## config.mk

```make
export PLATFORM = sky130hd
export DESIGN_NAME = adc_multi_proc_flat
export DESIGN_NICKNAME = d
export VERILOG_FILES = /design/src/rtl/adc_proc_pkg.sv /design/src/rtl/adc_multi_proc_if.sv /design/src/rtl/rr_arbiter.sv /design/src/rtl/adc_multi_proc.sv /design/src/flat_wrapper.sv
export SDC_FILE = /design/constraint.sdc
export NUM_CORES = 1
export LEC_CHECK = 0
export ABC_CLOCK_PERIOD_IN_PS = 17330
export CORE_MARGIN = 3
export CORE_UTILIZATION = 45
export DETAILED_ROUTE_END_ITERATION = 8
export GPL_TIMING_DRIVEN = 1
export PLACE_DENSITY = 0.63
export SYNTH_ARGS = -nofsm -noshare
export SYNTH_HDL_FRONTEND = slang
export SYNTH_SLANG_ARGS = --single-unit
```

## constraint.sdc

```tcl
create_clock -name clk -period 17.33 [get_ports clk]
set_clock_uncertainty 0.05 [all_clocks]
set_input_delay 4.3325 -clock clk [delete_from_list [all_inputs] [get_ports clk]]
set_output_delay 4.3325 -clock clk [all_outputs]
set_load 0.02 [all_outputs]
```

## src/rtl/adc_proc_pkg.sv

```systemverilog
// Shared widths, stage bundles and saturation helper
// for the multi-channel ADC averaging/scaling path.
package adc_proc_pkg;

   localparam int DEF_DATA_W  = 16;
   localparam int DEF_SCALE_W = 20;
   localparam int DEF_PROD_W  = DEF_DATA_W + DEF_SCALE_W;
   localparam int CH_W        = 3;

   typedef struct packed {
      logic                  valid;
      logic [CH_W-1:0]       ch;
      logic [DEF_DATA_W-1:0] val;
   } s12_t;

   typedef struct packed {
      logic                  valid;
      logic [CH_W-1:0]       ch;
      logic [DEF_DATA_W-1:0] ave;
      logic [DEF_PROD_W-1:0] prod;
   } s23_t;

   // v is signed two's complement, one bit wider than the product
   function automatic logic [DEF_DATA_W-1:0] sat(
      input logic [DEF_PROD_W:0] v
   );
      if (v[DEF_PROD_W])
         return '0;
      else if (|v[DEF_PROD_W-1:DEF_DATA_W])
         return '1;
      else
         return v[DEF_DATA_W-1:0];
   endfunction

endpackage

```

## src/rtl/adc_multi_proc_if.sv

```systemverilog
// Sample/config/result bundle between ADC front-ends and adc_multi_proc.
// min_out/max_out exist only with ADC_MULTI_PROC_PEAK_EN.
interface adc_multi_proc_if
   import adc_proc_pkg::*;
#(
   parameter int N_CH    = 3,
   parameter int DATA_W  = DEF_DATA_W,
   parameter int SCALE_W = DEF_SCALE_W
) ();

   logic [N_CH-1:0]         ready;
   logic [N_CH*DATA_W-1:0]  data;
   logic [N_CH*SCALE_W-1:0] scale;
   logic [N_CH*DATA_W-1:0]  offset;
   logic [N_CH-1:0]         clear;
   logic [N_CH*DATA_W-1:0]  ave_out;
   logic [N_CH*DATA_W-1:0]  scaled_out;
   logic [N_CH-1:0]         out_valid;
   logic [N_CH-1:0]         overrun;
`ifdef ADC_MULTI_PROC_PEAK_EN
   logic [N_CH*DATA_W-1:0]  min_out;
   logic [N_CH*DATA_W-1:0]  max_out;

   modport master (
      output ready, data, scale, offset, clear,
      input  ave_out, scaled_out, out_valid, overrun,
      input  min_out, max_out
   );

   modport slave (
      input  ready, data, scale, offset, clear,
      output ave_out, scaled_out, out_valid, overrun,
      output min_out, max_out
   );
`else
   modport master (
      output ready, data, scale, offset, clear,
      input  ave_out, scaled_out, out_valid, overrun
   );

   modport slave (
      input  ready, data, scale, offset, clear,
      output ave_out, scaled_out, out_valid, overrun
   );
`endif

endinterface

```

## src/rtl/rr_arbiter.sv

```systemverilog
// Round-robin arbiter: one-hot grant plus index; the pointer
// moves to grant+1 on advance.
module rr_arbiter #(
   parameter int N  = 3,
   localparam int IW = (N > 1) ? $clog2(N) : 1
) (
   input  logic          clk,
   input  logic          reset,
   input  logic [N-1:0]  req,
   input  logic          advance,
   output logic [N-1:0]  grant,
   output logic [IW-1:0] grant_idx
);

   logic [IW-1:0] r_ptr;
   logic          w_found;
   int            w_j;

   always_comb begin
      grant     = '0;
      grant_idx = '0;
      w_found   = 1'b0;
      w_j       = 0;
      for (int i = 0; i < N; i++) begin
         w_j = int'(r_ptr) + i;
         if (w_j >= N)
            w_j = w_j - N;
         if (!w_found && req[w_j]) begin
            w_found    = 1'b1;
            grant[w_j] = 1'b1;
            grant_idx  = IW'(w_j);
         end
      end
   end

   always_ff @(posedge clk) begin
      if (reset)
         r_ptr <= '0;
      else if (advance && w_found)
         r_ptr <= (grant_idx == IW'(N - 1)) ? '0
                : grant_idx + IW'(1);
   end

endmodule

```

## src/rtl/adc_multi_proc.sv

```systemverilog
// Shared capture/arbitrate/average/scale datapath for N_CH ADC streams.
// Optional min/max tracking enabled by ADC_MULTI_PROC_PEAK_EN.
module adc_multi_proc
   import adc_proc_pkg::*;
#(
   parameter int N_CH     = 3,
   parameter int DATA_W   = DEF_DATA_W,
   parameter int AVG_LOG2 = 4,
   parameter int SCALE_W  = DEF_SCALE_W,
   parameter int SHIFT    = 16
) (
   input logic           clk,
   input logic           reset,
   adc_multi_proc_if.slave bus
);

   localparam int ACC_W  = DATA_W + AVG_LOG2;
   localparam int CNT_W  = (AVG_LOG2 > 0) ? AVG_LOG2 : 1;
   localparam int PROD_W = DATA_W + SCALE_W;
   localparam int IW     = (N_CH > 1) ? $clog2(N_CH) : 1;

   logic [DATA_W-1:0] r_hold [N_CH];
   logic [N_CH-1:0]   r_pend;
   logic [N_CH-1:0]   r_ovr;
   logic [ACC_W-1:0]  r_acc  [N_CH];
   logic [CNT_W-1:0]  r_cnt  [N_CH];
   s12_t              r_s1;
   s12_t              r_s2;
   logic [DATA_W-1:0] r_ave  [N_CH];
   logic [DATA_W-1:0] r_scl  [N_CH];
   logic [N_CH-1:0]   r_vld;

   logic [N_CH-1:0]    w_req;
   logic [N_CH-1:0]    w_grant;
   logic [IW-1:0]      w_gidx;
   logic [DATA_W-1:0]  w_gval;
   logic [ACC_W-1:0]   w_sel_acc;
   logic [CNT_W-1:0]   w_sel_cnt;
   logic               w_s1_clr;
   logic               w_s1_ok;
   logic               w_last;
   logic [ACC_W-1:0]   w_sum;
   logic [SCALE_W-1:0] w_scale;
   logic [DATA_W-1:0]  w_off;
   s23_t               w_s23;
   logic [PROD_W:0]    w_diff;
   logic [DATA_W-1:0]  w_scl;
   logic [N_CH-1:0]    w_hit;

   // a channel being cleared must not be issued this cycle
   assign w_req = r_pend & ~bus.clear;

   rr_arbiter #(.N(N_CH)) u_arb (
      .clk       (clk),
      .reset     (reset),
      .req       (w_req),
      .advance   (|w_req),
      .grant     (w_grant),
      .grant_idx (w_gidx)
   );

   always_comb begin
      w_gval = '0;
      for (int c = 0; c < N_CH; c++)
         if (w_grant[c])
            w_gval = r_hold[c];
   end

   always_ff @(posedge clk) begin
      for (int c = 0; c < N_CH; c++) begin
         if (reset) begin
            r_hold[c] <= '0;
            r_pend[c] <= 1'b0;
            r_ovr[c]  <= 1'b0;
         end else if (bus.clear[c]) begin
            r_pend[c] <= 1'b0;
            r_ovr[c]  <= 1'b0;
         end else if (bus.ready[c]) begin
            r_hold[c] <= bus.data[c*DATA_W +: DATA_W];
            r_pend[c] <= 1'b1;
            if (r_pend[c] && !w_grant[c])
               r_ovr[c] <= 1'b1;
         end else if (w_grant[c]) begin
            r_pend[c] <= 1'b0;
         end
      end
   end

   always_comb begin
      w_sel_acc = '0;
      w_sel_cnt = '0;
      w_s1_clr  = 1'b0;
      for (int c = 0; c < N_CH; c++)
         if (r_s1.ch == CH_W'(c)) begin
            w_sel_acc = r_acc[c];
            w_sel_cnt = r_cnt[c];
            w_s1_clr  = bus.clear[c];
         end
      w_sum   = w_sel_acc + ACC_W'(r_s1.val);
      w_last  = (w_sel_cnt == CNT_W'((1 << AVG_LOG2) - 1));
      w_s1_ok = r_s1.valid && !w_s1_clr;
   end

   always_ff @(posedge clk) begin
      for (int c = 0; c < N_CH; c++) begin
         if (reset || bus.clear[c]) begin
            r_acc[c] <= '0;
            r_cnt[c] <= '0;
         end else if (w_s1_ok && r_s1.ch == CH_W'(c)) begin
            if (w_last) begin
               r_acc[c] <= '0;
               r_cnt[c] <= '0;
            end else begin
               r_acc[c] <= w_sum;
               r_cnt[c] <= r_cnt[c] + CNT_W'(1);
            end
         end
      end
   end

   always_ff @(posedge clk) begin
      if (reset) begin
         r_s1 <= '0;
         r_s2 <= '0;
      end else begin
         r_s1.valid <= |w_grant;
         r_s1.ch    <= CH_W'(w_gidx);
         r_s1.val   <= w_gval;
         r_s2.valid <= w_s1_ok && w_last;
         r_s2.ch    <= r_s1.ch;
         r_s2.val   <= DATA_W'(w_sum >> AVG_LOG2);
      end
   end

   // multiply and scale share one cycle so outputs land at ready+4
   always_comb begin
      w_scale = '0;
      w_off   = '0;
      w_hit   = '0;
      for (int c = 0; c < N_CH; c++)
         if (r_s2.ch == CH_W'(c)) begin
            w_scale  = bus.scale[c*SCALE_W +: SCALE_W];
            w_off    = bus.offset[c*DATA_W +: DATA_W];
            w_hit[c] = r_s2.valid;
         end
      w_s23.valid = r_s2.valid;
      w_s23.ch    = r_s2.ch;
      w_s23.ave   = r_s2.val;
      w_s23.prod  = PROD_W'(r_s2.val) * PROD_W'(w_scale);
      w_diff = {1'b0, w_s23.prod >> SHIFT}
             - {{(PROD_W + 1 - DATA_W){1'b0}}, w_off};
      w_scl  = sat(w_diff);
   end

   always_ff @(posedge clk) begin
      for (int c = 0; c < N_CH; c++) begin
         if (reset) begin
            r_vld[c] <= 1'b0;
            r_ave[c] <= '0;
            r_scl[c] <= '0;
         end else begin
            r_vld[c] <= w_hit[c];
            if (w_hit[c]) begin
               r_ave[c] <= w_s23.ave;
               r_scl[c] <= w_scl;
            end
         end
      end
   end

   assign bus.out_valid = r_vld;
   assign bus.overrun   = r_ovr;

   for (genvar g = 0; g < N_CH; g++) begin : g_out
      assign bus.ave_out[g*DATA_W +: DATA_W]    = r_ave[g];
      assign bus.scaled_out[g*DATA_W +: DATA_W] = r_scl[g];
   end

`ifdef ADC_MULTI_PROC_PEAK_EN
   logic [DATA_W-1:0] r_min [N_CH];
   logic [DATA_W-1:0] r_max [N_CH];

   // all-ones/zero seeds make the first result load both peaks
   always_ff @(posedge clk) begin
      for (int c = 0; c < N_CH; c++) begin
         if (reset || bus.clear[c]) begin
            r_min[c] <= '1;
            r_max[c] <= '0;
         end else if (w_hit[c]) begin
            if (w_scl < r_min[c])
               r_min[c] <= w_scl;
            if (w_scl > r_max[c])
               r_max[c] <= w_scl;
         end
      end
   end

   for (genvar g = 0; g < N_CH; g++) begin : g_peak
      assign bus.min_out[g*DATA_W +: DATA_W] = r_min[g];
      assign bus.max_out[g*DATA_W +: DATA_W] = r_max[g];
   end
`endif

endmodule

```

## src/flat_wrapper.sv

```systemverilog
// flat-port wrapper written by rule: the top's interface ports become plain ports
module adc_multi_proc_flat import adc_proc_pkg::*;
#(
   parameter int N_CH     = 3,
   parameter int DATA_W   = DEF_DATA_W,
   parameter int AVG_LOG2 = 4,
   parameter int SCALE_W  = DEF_SCALE_W,
   parameter int SHIFT    = 16
)
  (clk, reset, bus_ready, bus_data, bus_scale, bus_offset, bus_clear, bus_ave_out, bus_scaled_out, bus_out_valid, bus_overrun);
  adc_multi_proc_if #(.N_CH(N_CH), .DATA_W(DATA_W), .SCALE_W(SCALE_W)) bus_i ();
  input logic clk;
  input logic reset;
  input wire logic [$bits(bus_i.ready)-1:0] bus_ready;
  input wire logic [$bits(bus_i.data)-1:0] bus_data;
  input wire logic [$bits(bus_i.scale)-1:0] bus_scale;
  input wire logic [$bits(bus_i.offset)-1:0] bus_offset;
  input wire logic [$bits(bus_i.clear)-1:0] bus_clear;
  output wire logic [$bits(bus_i.ave_out)-1:0] bus_ave_out;
  output wire logic [$bits(bus_i.scaled_out)-1:0] bus_scaled_out;
  output wire logic [$bits(bus_i.out_valid)-1:0] bus_out_valid;
  output wire logic [$bits(bus_i.overrun)-1:0] bus_overrun;
  assign bus_i.ready = bus_ready;
  assign bus_i.data = bus_data;
  assign bus_i.scale = bus_scale;
  assign bus_i.offset = bus_offset;
  assign bus_i.clear = bus_clear;
  assign bus_ave_out = bus_i.ave_out;
  assign bus_scaled_out = bus_i.scaled_out;
  assign bus_out_valid = bus_i.out_valid;
  assign bus_overrun = bus_i.overrun;
  adc_multi_proc #(.N_CH(N_CH), .DATA_W(DATA_W), .AVG_LOG2(AVG_LOG2), .SCALE_W(SCALE_W), .SHIFT(SHIFT)) u_core (.clk(clk), .reset(reset), .bus(bus_i));
endmodule
```

Yosys cells after proc, flatten, opt, wreduce, memory -nomap -nowiden --
Memories as Yosys holds them, arrays and structs flattened. Cells that the tools add are included.
Operators by class: bitwise gates (word level) 25, equal/unequal tests 6, multipliers 1, mux-type cells 127, add/sub/neg operators 11, reduce and logical (&&, ||, !) cells 37, order comparisons 9
Operator list (count):
- 16-bit 2-to-1 mux | 17
- 20-bit 2-to-1 mux | 12
- 32-bit by 1-bit greater-or-equal comparator with 1-bit output, second input constant | 3
- 32-bit by 4-bit less-than comparator with 1-bit output, second input constant | 3
- 32-bit 2-to-1 mux | 3
- 1-bit 2-to-1 mux | 73
- 16-bit by 20-bit multiplier with 36-bit output | 1
- 4-bit 2-to-1 mux | 9
- 1-bit bitwise OR | 21
- 20-bit by 16-bit subtractor with 21-bit output | 1
- 20-bit by 16-bit adder with 20-bit output | 1
- 20-bit OR reduction | 1
- 1-bit logical AND | 14
- 4-bit by 1-bit adder with 4-bit output, second input constant | 3
- 3-bit 2-to-1 mux | 3
- 2-bit 2-to-1 mux | 4
- 3-bit by 2-bit subtractor with 4-bit output, second input constant | 2
- 1-bit binary-select mux with 2-bit select | 3
- 1-bit demux with 2-bit select | 3
- 3-bit by 1-bit equality test with 1-bit output, second input constant | 2
- 3-bit by 2-bit equality test with 1-bit output, second input constant | 2
- 3-bit by 2-bit greater-or-equal comparator with 1-bit output, second input constant | 2
- 1-bit zero test | 6
- 3-bit zero test | 2
- 15 further kinds | 25
Word-level totals: bits in registers 51, input bits 164, bits in writable memories 216, memories 5, word-level logic and storage cells 236
Memories:
- u_core.r_acc | words 3, bits a word 20, rd ports 3, clocked after memory_dff 0, write ports 3, line adc_multi_proc.sv:25 | logic [ACC_W-1:0] r_acc [N_CH];
- u_core.r_ave | words 3, bits a word 16, rd ports 3, clocked after memory_dff 0, write ports 3, line adc_multi_proc.sv:29 | logic [DATA_W-1:0] r_ave [N_CH];
- u_core.r_hold | words 3, bits a word 16, rd ports 3, clocked after memory_dff 0, write ports 3, line adc_multi_proc.sv:22 | logic [DATA_W-1:0] r_hold [N_CH];
- u_core.r_scl | words 3, bits a word 16, rd ports 3, clocked after memory_dff 0, write ports 3, line adc_multi_proc.sv:30 | logic [DATA_W-1:0] r_scl [N_CH];
- u_core.r_cnt | words 3, bits a word 4, rd ports 3, clocked after memory_dff 0, write ports 3, line adc_multi_proc.sv:26 | logic [CNT_W-1:0] r_cnt [N_CH];

Longest topological paths before layout --
Gate-level depths: netlist of the first run.
depth in word-level cells 15, gate-level depth with buffers 43, mapped depth without buffers 40

Hierarchy --
A second synthesis of the first run with hierarchy kept.
Unflattened totals: cell total of the unflattened synthesis 2329, area, all modules 23216.0 um2
Modules (own cells, without submodules):
- adc_multi_proc | times used 1, area each 22815.6 um2, sequential area each 7427.1 um2, cells each 2279
- rr_arbiter | times used 1, area each 400.4 um2, sequential area each 40.0 um2, cells each 50

Worst setup path before layout of the first run --
No wires, ideal clock.
path kind input -> register, start input bus_scale[25], end memory u_core.r_scl[2][10] (netlist bit) (data pin), data arrival time 12461 ps, stages on the path 38, path slack 4544 ps, required time 17005 ps, cells stage by stage mux2i_1 -> o21ai_0 -> clkbuf_1 -> and2_1 -> fa_1 -> inv_1 -> fa_1 -> fa_1 -> fa_1 -> inv_1 -> fa_1 -> inv_1 -> fa_1 -> inv_1 -> ha_1 -> a21oi_1 -> o21ai_0 -> nor3_1 -> (+2 left out) -> and2_1 -> o21a_1 -> o21a_1 -> nor2_1 -> xnor2_1 -> ha_1 -> nand2_1 -> nor3_1 -> or3_1 -> o211ai_1 -> a21oi_1 -> a31oi_1 -> nand2b_1 -> nor4_1 -> nor2_1 -> nand2_1 -> buf_2 -> o211ai_1
RTL lines:
- from (decl) | line flat_wrapper.sv:16 | input wire logic [$bits(bus_i.scale)-1:0] bus_scale;
- to (decl) | line adc_multi_proc.sv:30

==> results.sh, run 1 <==
export IMPL_detail_route_drc_violations=0
export IMPL_layout_area_overhead_vs_synth_pct=19.3
export IMPL_fp_coreArea_um2=49500
export IMPL_synth_yosys_warnings=0
export IMPL_layout_filler_cells=4413
export IMPL_finalCriticalPeriod_ns=14.23
export IMPL_design_power_total_mw=2.93
export IMPL_cellInternalPower_mw=1.70
export IMPL_die_outline_area_um2=53400
export IMPL_post_cts_setup_buffers=0
export IMPL_worstSkewPairLatency_ns=0.58
export IMPL_gr_total_overflow=0
export IMPL_clkTransAtPathRegs_ns=0.06
export IMPL_share_of_the_synthesized_area_in_the_top_cell_type_pct=28.5
export IMPL_clock_power_share_pct=22.1
export IMPL_synth_seq_cells=265
export IMPL_finalSetupViolations=0
export IMPL_hold_path_class="flop to flop"
export IMPL_synth_edf_count=216
export IMPL_die_h_um=231
export IMPL_timing_worst_slew_pin_value_ns=1.27
export IMPL_synth_lib_cells_used_distinct=68
export IMPL_crit_path_frequent_cell="sky130_fd_sc_hd__fa_1"
export IMPL_seq_area_frac_synth_pct=32.8
export IMPL_utilization_pct=54.9
export IMPL_post_dp_hpwl_mm=46.2
export IMPL_routed_via_count=17200
export IMPL_switching_power_mw=1.22
export IMPL_netlist_top_cells_area="sky130_fd_sc_hd__edfxtp_1 (28%), sky130_fd_sc_hd__fa_1 (22%), sky130_fd_sc_hd__ha_1 (7.9%), sky130_fd_sc_hd__and2_1 (6.6%), sky130_fd_sc_hd__inv_1 (5.1%)"
export IMPL_synthAdderAreaFrac_pct=30.0
export IMPL_post_route_cell_area_um2=27200
export IMPL_timing_final_crit_share_pct=82.1
export IMPL_outcome="complete, no violations"
export IMPL_power_frac_comb_pct=52.6
export IMPL_cts_resized_gates=0
export IMPL_route_detailed_vias_per_inst=5.37
export IMPL_post_synth_top_area_cell="sky130_fd_sc_hd__edfxtp_1"
export IMPL_placement_cell_area_um2=26200
export IMPL_launching_element_of_the_worst_setup_path="bus_scale[30]"
export IMPL_regToRegEndpoint="u_core.r_scl[2][6]$_SDFFCE_PN0P_"
export IMPL_worst_rel_slew_slack_pct=14.9
export IMPL_vdd_ir_drop_worst_mv=0.170
export IMPL_crit_path_to="u_core.r_scl[2][6]$_SDFFCE_PN0P_"
export IMPL_cts_hold_buffers=0
export IMPL_length_in_cells_of_the_worst_reg_to_reg_path=37
export IMPL_timing_critical_path_to_type="flop"
export IMPL_track_usage_pct=24.0
export IMPL_design_final_nets=3072
export IMPL_synth_cells=2292
export IMPL_syn_num_nets=2851
export IMPL_mux_cell_area_share_after_synthesis_pct=2.60
export IMPL_leakage_nw=11.7
export IMPL_finalHoldViolations=0
export IMPL_cts_root_to_sink_buffers=3
export IMPL_grt_antenna_before_repair=2
export IMPL_share_of_cells_above_drive_strength_1_pct=4.61
export IMPL_crit_path_max_incr_delay_ns=0.99
export IMPL_criticalPathCategory="input pin to flop"
export IMPL_reg2reg_from="u_core.r_s2[17]$_SDFF_PP0_"
export IMPL_dieWidth_um=231
export IMPL_finalWirelength_mm=63.7
export IMPL_area_sequential_um2=7470
export IMPL_final_antenna_net_count=0
export IMPL_clock_fmax_mhz=70.2
export IMPL_pwr_density_cell_nw_per_um2=108
export IMPL_postSynthAreaPerCell_um2=9.94
export IMPL_drv_cap=0
export IMPL_critical_path_max_fanout=16
export IMPL_synth_compound_area_share_pct=8.29
export IMPL_grt_start_max_net_pins=61
export IMPL_grt_pass1_vias=18300
export IMPL_synth_top_family_by_area="adder cells"
export IMPL_asyncSetResetFlopFracSynth_pct=0
export IMPL_place_port_buffers=265
export IMPL_crit_slowest_cell="sky130_fd_sc_hd__o21ai_1"
export IMPL_starting_density_of_the_core_pct=46.1
export IMPL_detail_route_wl_per_cell_um=19.9
export IMPL_r2r_setup_slack_ns=6.08
export IMPL_insertedDiodeCount=0
export IMPL_syn_cell_area_um2=22800
export IMPL_clock_sink_count=265
export IMPL_cts_root_buffer_cell="sky130_fd_sc_hd__clkbuf_16"
export IMPL_power_frac_seq_pct=25.3
export IMPL_rsz_0062_raised_after_global_routing="no"
export IMPL_cts_inserted_buffers=29
export IMPL_drtPass1Iterations=5
export IMPL_timing_critical_path_from_type="input pin"
export IMPL_fin_setup_tns_ns=0
export IMPL_required_ns=17.57
export IMPL_tritoncts_clock_tree="yes"
export IMPL_final_replace_weighted_congestion=0.887
export IMPL_p_sw_share_pct=41.8
export IMPL_synth_xor_xnor_area_share_pct=2.00
export IMPL_synthSimpleGateAreaFrac_pct=17.1
export IMPL_std_cell_rows=81
export IMPL_multi_input_comb_area_um2=13700
export IMPL_slew_violations=0
export IMPL_cts_htree_levels=1
export IMPL_grt_first_pass_wirelength_mm=100
export IMPL_dr_first_iter_drc_count=985
export IMPL_synth_top_flop_cell="sky130_fd_sc_hd__edfxtp_1"
export IMPL_floorplan_io_pins=266
export IMPL_cp_data_arrival_time_ns=14.47
-- metrics by stage --
stage                     instances  hold WS [ns]  setup slack (ns)
after floorplan                2292         0.430              4.54
after global placement         3146         0.451              2.91
after detailed placement       3146         0.470              2.56
after CTS                      3200         0.478              3.15
after global routing           3200         0.509              2.42
final                          3200         0.472              3.10
-- routing by layer --
metal  vias to the layer above  share of wire [%]  global-route usage [%]  wire length, um
met2                       529                 50                    42.5            31900
met5                         -                  0                       0                0
met3                       111                6.2                    3.92             3940
met4                         0                3.3                    7.24             2080
li1                       7891                  -                       -                -
met1                      8645                 40                    30.2            25800
-- critical path: cells and delay by family --
family / cells / cell delay, ns
compound gates: 11 / 3.25
fa+ha+maj: 8 / 3.68
buf+inv: 4 / 0.61
mux: 1 / 0.07
simple gates: 10 / 2.49
-- layout make-up --
cell class,instances,share of cell area (%)
multi-input cells,1598,50.5
flip-flops and latches,265,27.5
repair buffers,308,10.9
inverters,311,4.30
clock buffers,46,3.29
well taps,664,3.06
clock inverters,8,0.437
-- worst min path at each step --
stage               slack [ns]                                from  cells after the start                            endpoint
global route              0.51  u_core.u_arb.r_ptr[0]$_SDFFE_PP0P_                      2  u_core.u_arb.r_ptr[0]$_SDFFE_PP0P_
CTS                       0.48  u_core.u_arb.r_ptr[0]$_SDFFE_PP0P_                      2  u_core.u_arb.r_ptr[0]$_SDFFE_PP0P_
floorplan                 0.43  u_core.u_arb.r_ptr[0]$_SDFFE_PP0P_                      2  u_core.u_arb.r_ptr[0]$_SDFFE_PP0P_
detailed placement        0.47  u_core.u_arb.r_ptr[0]$_SDFFE_PP0P_                      2  u_core.u_arb.r_ptr[0]$_SDFFE_PP0P_
finish                    0.47  u_core.u_arb.r_ptr[0]$_SDFFE_PP0P_                      2  u_core.u_arb.r_ptr[0]$_SDFFE_PP0P_
global placement          0.45  u_core.u_arb.r_ptr[0]$_SDFFE_PP0P_                      2  u_core.u_arb.r_ptr[0]$_SDFFE_PP0P_
-- registers in the layout (all words and copies together), names as in the netlist --
signal and cells:
u_core.bus.overrun 3, u_core.r_ave 48, u_core.u_arb.r_ptr 2, u_core.r_cnt 12, u_core.r_s2 19, u_core.bus.out_valid 3
u_core.r_s1 19, u_core.r_hold 48, u_core.r_pend 3, u_core.r_scl 48, u_core.r_acc 60
-- cell usage in the layout, fill, tap and decap left out, types with 10 or more instances in the layout --
cell type                         instances
sky130_fd_sc_hd__nor2_1                 158
sky130_fd_sc_hd__ha_1                   144
sky130_fd_sc_hd__nor2b_1                 14
sky130_fd_sc_hd__fa_1                   251
sky130_fd_sc_hd__dfxtp_1                 47
sky130_fd_sc_hd__clkbuf_16               32
sky130_fd_sc_hd__and2_1                 240
sky130_fd_sc_hd__edfxtp_1               216
sky130_fd_sc_hd__a22oi_1                 17
sky130_fd_sc_hd__nand2b_1                22
sky130_fd_sc_hd__o211ai_1                52
sky130_fd_sc_hd__xnor2_1                 37
sky130_fd_sc_hd__xor2_1                  15
sky130_fd_sc_hd__a21o_1                  18
sky130_fd_sc_hd__nor3_1                  12
sky130_fd_sc_hd__mux2i_1                 58
sky130_fd_sc_hd__inv_1                  311
sky130_fd_sc_hd__nand3_1                 16
sky130_fd_sc_hd__a211oi_1                20
sky130_fd_sc_hd__buf_4                   43
sky130_fd_sc_hd__a31oi_1                 10
sky130_fd_sc_hd__nand2_1                302
sky130_fd_sc_hd__a21oi_1                 66
sky130_fd_sc_hd__clkbuf_1                10
sky130_fd_sc_hd__clkdlybuf4s50_1        264
sky130_fd_sc_hd__o21ai_0                 42
-- cells in the mapped netlist (8+ instances only) --
cell,number
sky130_fd_sc_hd__nand2b_1,22
sky130_fd_sc_hd__buf_1,8
sky130_fd_sc_hd__mux2i_1,58
sky130_fd_sc_hd__xor2_1,15
sky130_fd_sc_hd__fa_1,251
sky130_fd_sc_hd__o211ai_1,52
sky130_fd_sc_hd__a22oi_1,17
sky130_fd_sc_hd__nor3_1,15
sky130_fd_sc_hd__nand3_1,16
sky130_fd_sc_hd__o21ai_0,47
sky130_fd_sc_hd__ha_1,144
sky130_fd_sc_hd__nand2_1,302
sky130_fd_sc_hd__nor2_1,159
sky130_fd_sc_hd__a211oi_1,20
sky130_fd_sc_hd__clkbuf_1,101
sky130_fd_sc_hd__o21a_1,8
sky130_fd_sc_hd__a21oi_1,66
sky130_fd_sc_hd__a21o_1,18
sky130_fd_sc_hd__dfxtp_1,49
sky130_fd_sc_hd__a31oi_1,10
sky130_fd_sc_hd__and3_1,8
sky130_fd_sc_hd__and2_1,240
sky130_fd_sc_hd__inv_1,311
sky130_fd_sc_hd__nor2b_1,14
sky130_fd_sc_hd__xnor2_1,37
sky130_fd_sc_hd__edfxtp_1,216
-- cells by family after synthesis --
group / after synthesis
AO/OA/AOI/OAI: 284
XOR/XNOR: 52
buffers and inverters: 429
adder cells (fa/ha/maj): 396
AND/OR/NAND/NOR: 807
flip-flops: 265
multiplexers: 59
-- power by group through the flow --
stage | registers, mW | clock network (mW) | logic (mW)
floorplan | 0.756 | 0 | 1.07
global placement | 0.753 | 0 | 1.51
detailed placement | 0.754 | 0 | 1.53
CTS | 0.741 | 0.659 | 1.55
global route | 0.743 | 0.687 | 1.73
finish | 0.740 | 0.647 | 1.54
(Power assumes the default switching activity.)
==> inputs of run 2 (changes only) <==
ABC_CLOCK_PERIOD_IN_PS = 13600   (was 17330)
clock period = 13.6 ns   (was 17.33 ns; I/O delays follow)
==> run 2 against run 1 <==
Design area decreased by 0.13%. Critical path type unchanged. Sequential share of layout area barely moved. Die area unchanged. Combinational power increased by 27%. Count of clock-buffer cells in the layout up 1. First-iteration DRC count increased by 12%. Largest power group unchanged. Worst setup slack got worse by 2.1 ns. Non-clock buffer count is 10 higher. Wire length decreased by 0.64%. Worst hold slack worse by 0.012 ns.
==> results.sh, run 2 (synthesized netlist as in run 1, its figures left out) <==
export IMPL_commonest_cells_after_routing_fill_and_taps_aside="sky130_fd_sc_hd__inv_1 (311), sky130_fd_sc_hd__nand2_1 (302), sky130_fd_sc_hd__clkdlybuf4s50_1 (264)"
export IMPL_largest_register_ff_count=60
export IMPL_die_h_um=231
export IMPL_fin_setup_tns_ns=0
export IMPL_clock_power_share_pct=20.7
export IMPL_tritoncts_clock_tree="yes"
export IMPL_fp_coreArea_um2=49500
export IMPL_vdd_ir_drop_worst_mv=0.211
export IMPL_post_dp_hpwl_mm=46.5
export IMPL_crit_slowest_cell="sky130_fd_sc_hd__o21ai_1"
export IMPL_leakage_nw=11.7
export IMPL_timing_critical_path_to_type="flop"
export IMPL_track_usage_pct=23.8
export IMPL_starting_density_of_the_core_pct=46.1
export IMPL_grt_start_max_net_pins=61
export IMPL_cts_htree_levels=1
export IMPL_utilization_pct=54.9
export IMPL_cp_data_arrival_time_ns=12.90
export IMPL_placement_cell_area_um2=26200
export IMPL_timing_worst_slew_pin_value_ns=1.18
export IMPL_cts_inserted_buffers=29
export IMPL_fin_ws_ns=0.945
export IMPL_cts_resized_gates=0
export IMPL_gr_total_overflow=0
export IMPL_drv_cap=0
export IMPL_switching_power_mw=1.54
export IMPL_route_detailed_vias_per_inst=5.29
export IMPL_post_cts_setup_buffers=0
export IMPL_layout_area_overhead_vs_synth_pct=19.1
export IMPL_std_cell_rows=81
export IMPL_clkTransAtPathRegs_ns=0.06
export IMPL_grt_pass1_vias=18100
export IMPL_preCtsSetupSlack_ns=0.415
export IMPL_hold_path_class="flop to flop"
export IMPL_drtPass1Iterations=5
export IMPL_power_frac_comb_pct=53.6
export IMPL_top_register="u_core.r_acc"
export IMPL_dieWidth_um=231
export IMPL_timing_critical_path_from_type="input pin"
export IMPL_clock_sink_count=265
export IMPL_cts_root_buffer_cell="sky130_fd_sc_hd__clkbuf_16"
export IMPL_clock_fmax_mhz=79.0
export IMPL_finalWirelength_mm=63.3
export IMPL_die_outline_area_um2=53400
export IMPL_fin_cells=3210
export IMPL_final_antenna_net_count=0
export IMPL_place_port_buffers=265
export IMPL_finalHoldViolations=0
export IMPL_worstSkewPairLatency_ns=0.58
export IMPL_slew_violations=0
export IMPL_final_replace_weighted_congestion=0.890
export IMPL_detail_route_wl_per_cell_um=19.7
export IMPL_outcome="complete, no violations"
export IMPL_routed_via_count=17000
export IMPL_floorplan_io_pins=266
export IMPL_required_ns=13.84
export IMPL_timing_final_crit_share_pct=93.1
export IMPL_worst_rel_slew_slack_pct=20.7
export IMPL_rsz_0062_raised_after_global_routing="no"
export IMPL_cellInternalPower_mw=2.12
export IMPL_crit_path_max_incr_delay_ns=0.61
export IMPL_insertedDiodeCount=0
export IMPL_share_of_cells_above_drive_strength_1_pct=4.56
export IMPL_finalCriticalPeriod_ns=12.65
export IMPL_critical_path_max_fanout=16
export IMPL_pwr_density_cell_nw_per_um2=135
export IMPL_p_sw_share_pct=42.1
export IMPL_post_route_cell_area_um2=27100
export IMPL_cts_hold_buffers=0
export IMPL_finalSetupViolations=0
export IMPL_grt_first_pass_wirelength_mm=100
export IMPL_design_final_nets=3082
export IMPL_place_detailed_instances=3156
export IMPL_criticalPathCategory="input pin to flop"
export IMPL_detail_route_drc_violations=0
export IMPL_cts_root_to_sink_buffers=3
export IMPL_power_frac_seq_pct=25.7
export IMPL_crit_path_frequent_cell="sky130_fd_sc_hd__fa_1"
export IMPL_most_frequent_standard_cell_in_the_layout_excluding_fill_and_tap_cells="sky130_fd_sc_hd__inv_1"
export IMPL_dr_first_iter_drc_count=1099
export IMPL_grt_antenna_before_repair=1
[run 2: cell types whose count changed in the layout (fill, tap and decap cells not counted), moves of 3 or more]
cell / delta
sky130_fd_sc_hd__buf_4: +9
sky130_fd_sc_hd__o21ai_1: +6
sky130_fd_sc_hd__clkbuf_1: +3
sky130_fd_sc_hd__o21ai_2: -6
[run 2: final timing paths]
check | start | endpoint | slack, ns | cells after the start
setup / recovery | bus_scale[8] | u_core.r_scl[0][1]$_SDFFCE_PN0P_ | 0.95 | 36
hold / removal | u_core.r_s1[16]$_SDFF_PP0_ | u_core.r_s2[16]$_SDFF_PP0_ | 0.46 | 1
setup reg to reg | u_core.r_s2[17]$_SDFF_PP0_ | u_core.r_scl[0][1]$_SDFFCE_PN0P_ | 2.53 | 39
hold reg to reg | u_core.r_s1[16]$_SDFF_PP0_ | u_core.r_s2[16]$_SDFF_PP0_ | 0.46 | 1
[run 2: layout make-up]
type | instances | area (um2)
Fill cell | 4448 | 22300
Multi-Input combinational cell | 1598 | 13700
Sequential cell | 265 | 7470
Timing Repair Buffer | 318 | 3060
Inverter | 311 | 1170
Clock buffer | 47 | 855
Tap cell | 664 | 831
Clock inverter | 7 | 57.6
[run 2: power by group through the flow]
| stage | Sequential (mW) | Combinational (mW) | Clock (mW) |
|---|---|---|---|
| global route | 0.944 | 2.19 | 0.806 |
| detailed placement | 0.958 | 1.95 | 0 |
| CTS | 0.941 | 1.97 | 0.773 |
| floorplan | 0.963 | 1.36 | 0 |
| global placement | 0.957 | 1.92 | 0 |
| finish | 0.940 | 1.96 | 0.757 |
[run 2: critical path: cells and delay by family]
family	cells	cell delay [ns]
AO/OA/AOI/OAI	12	3.10
adder cells (fa/ha/maj)	8	3.39
buffers and inverters	6	1.00
multiplexers	1	0.06
AND/OR/NAND/NOR	9	1.93
[run 2: through the flow]
| step | power, mW | hold slack [ns] |
|---|---|---|
| 2_1_floorplan | 2.32 | 0.430 |
| 3_3_place_gp | 2.87 | 0.447 |
| 3_5_place_dp | 2.91 | 0.447 |
| 4_1_cts | 3.68 | 0.456 |
| 5_1_grt | 3.94 | 0.488 |
| 6_report | 3.65 | 0.460 |
[run 2: metal layers]
layer / global-route usage [%] / part of all wire [%] / vias to the layer above
li1: - / - / 7924
met1: 30.3 / 40 / 8383
met2: 42.2 / 50 / 570
met3: 4.31 / 7.2 / 101
met4: 5.89 / 2.7 / 0
met5: 0 / 0 / -
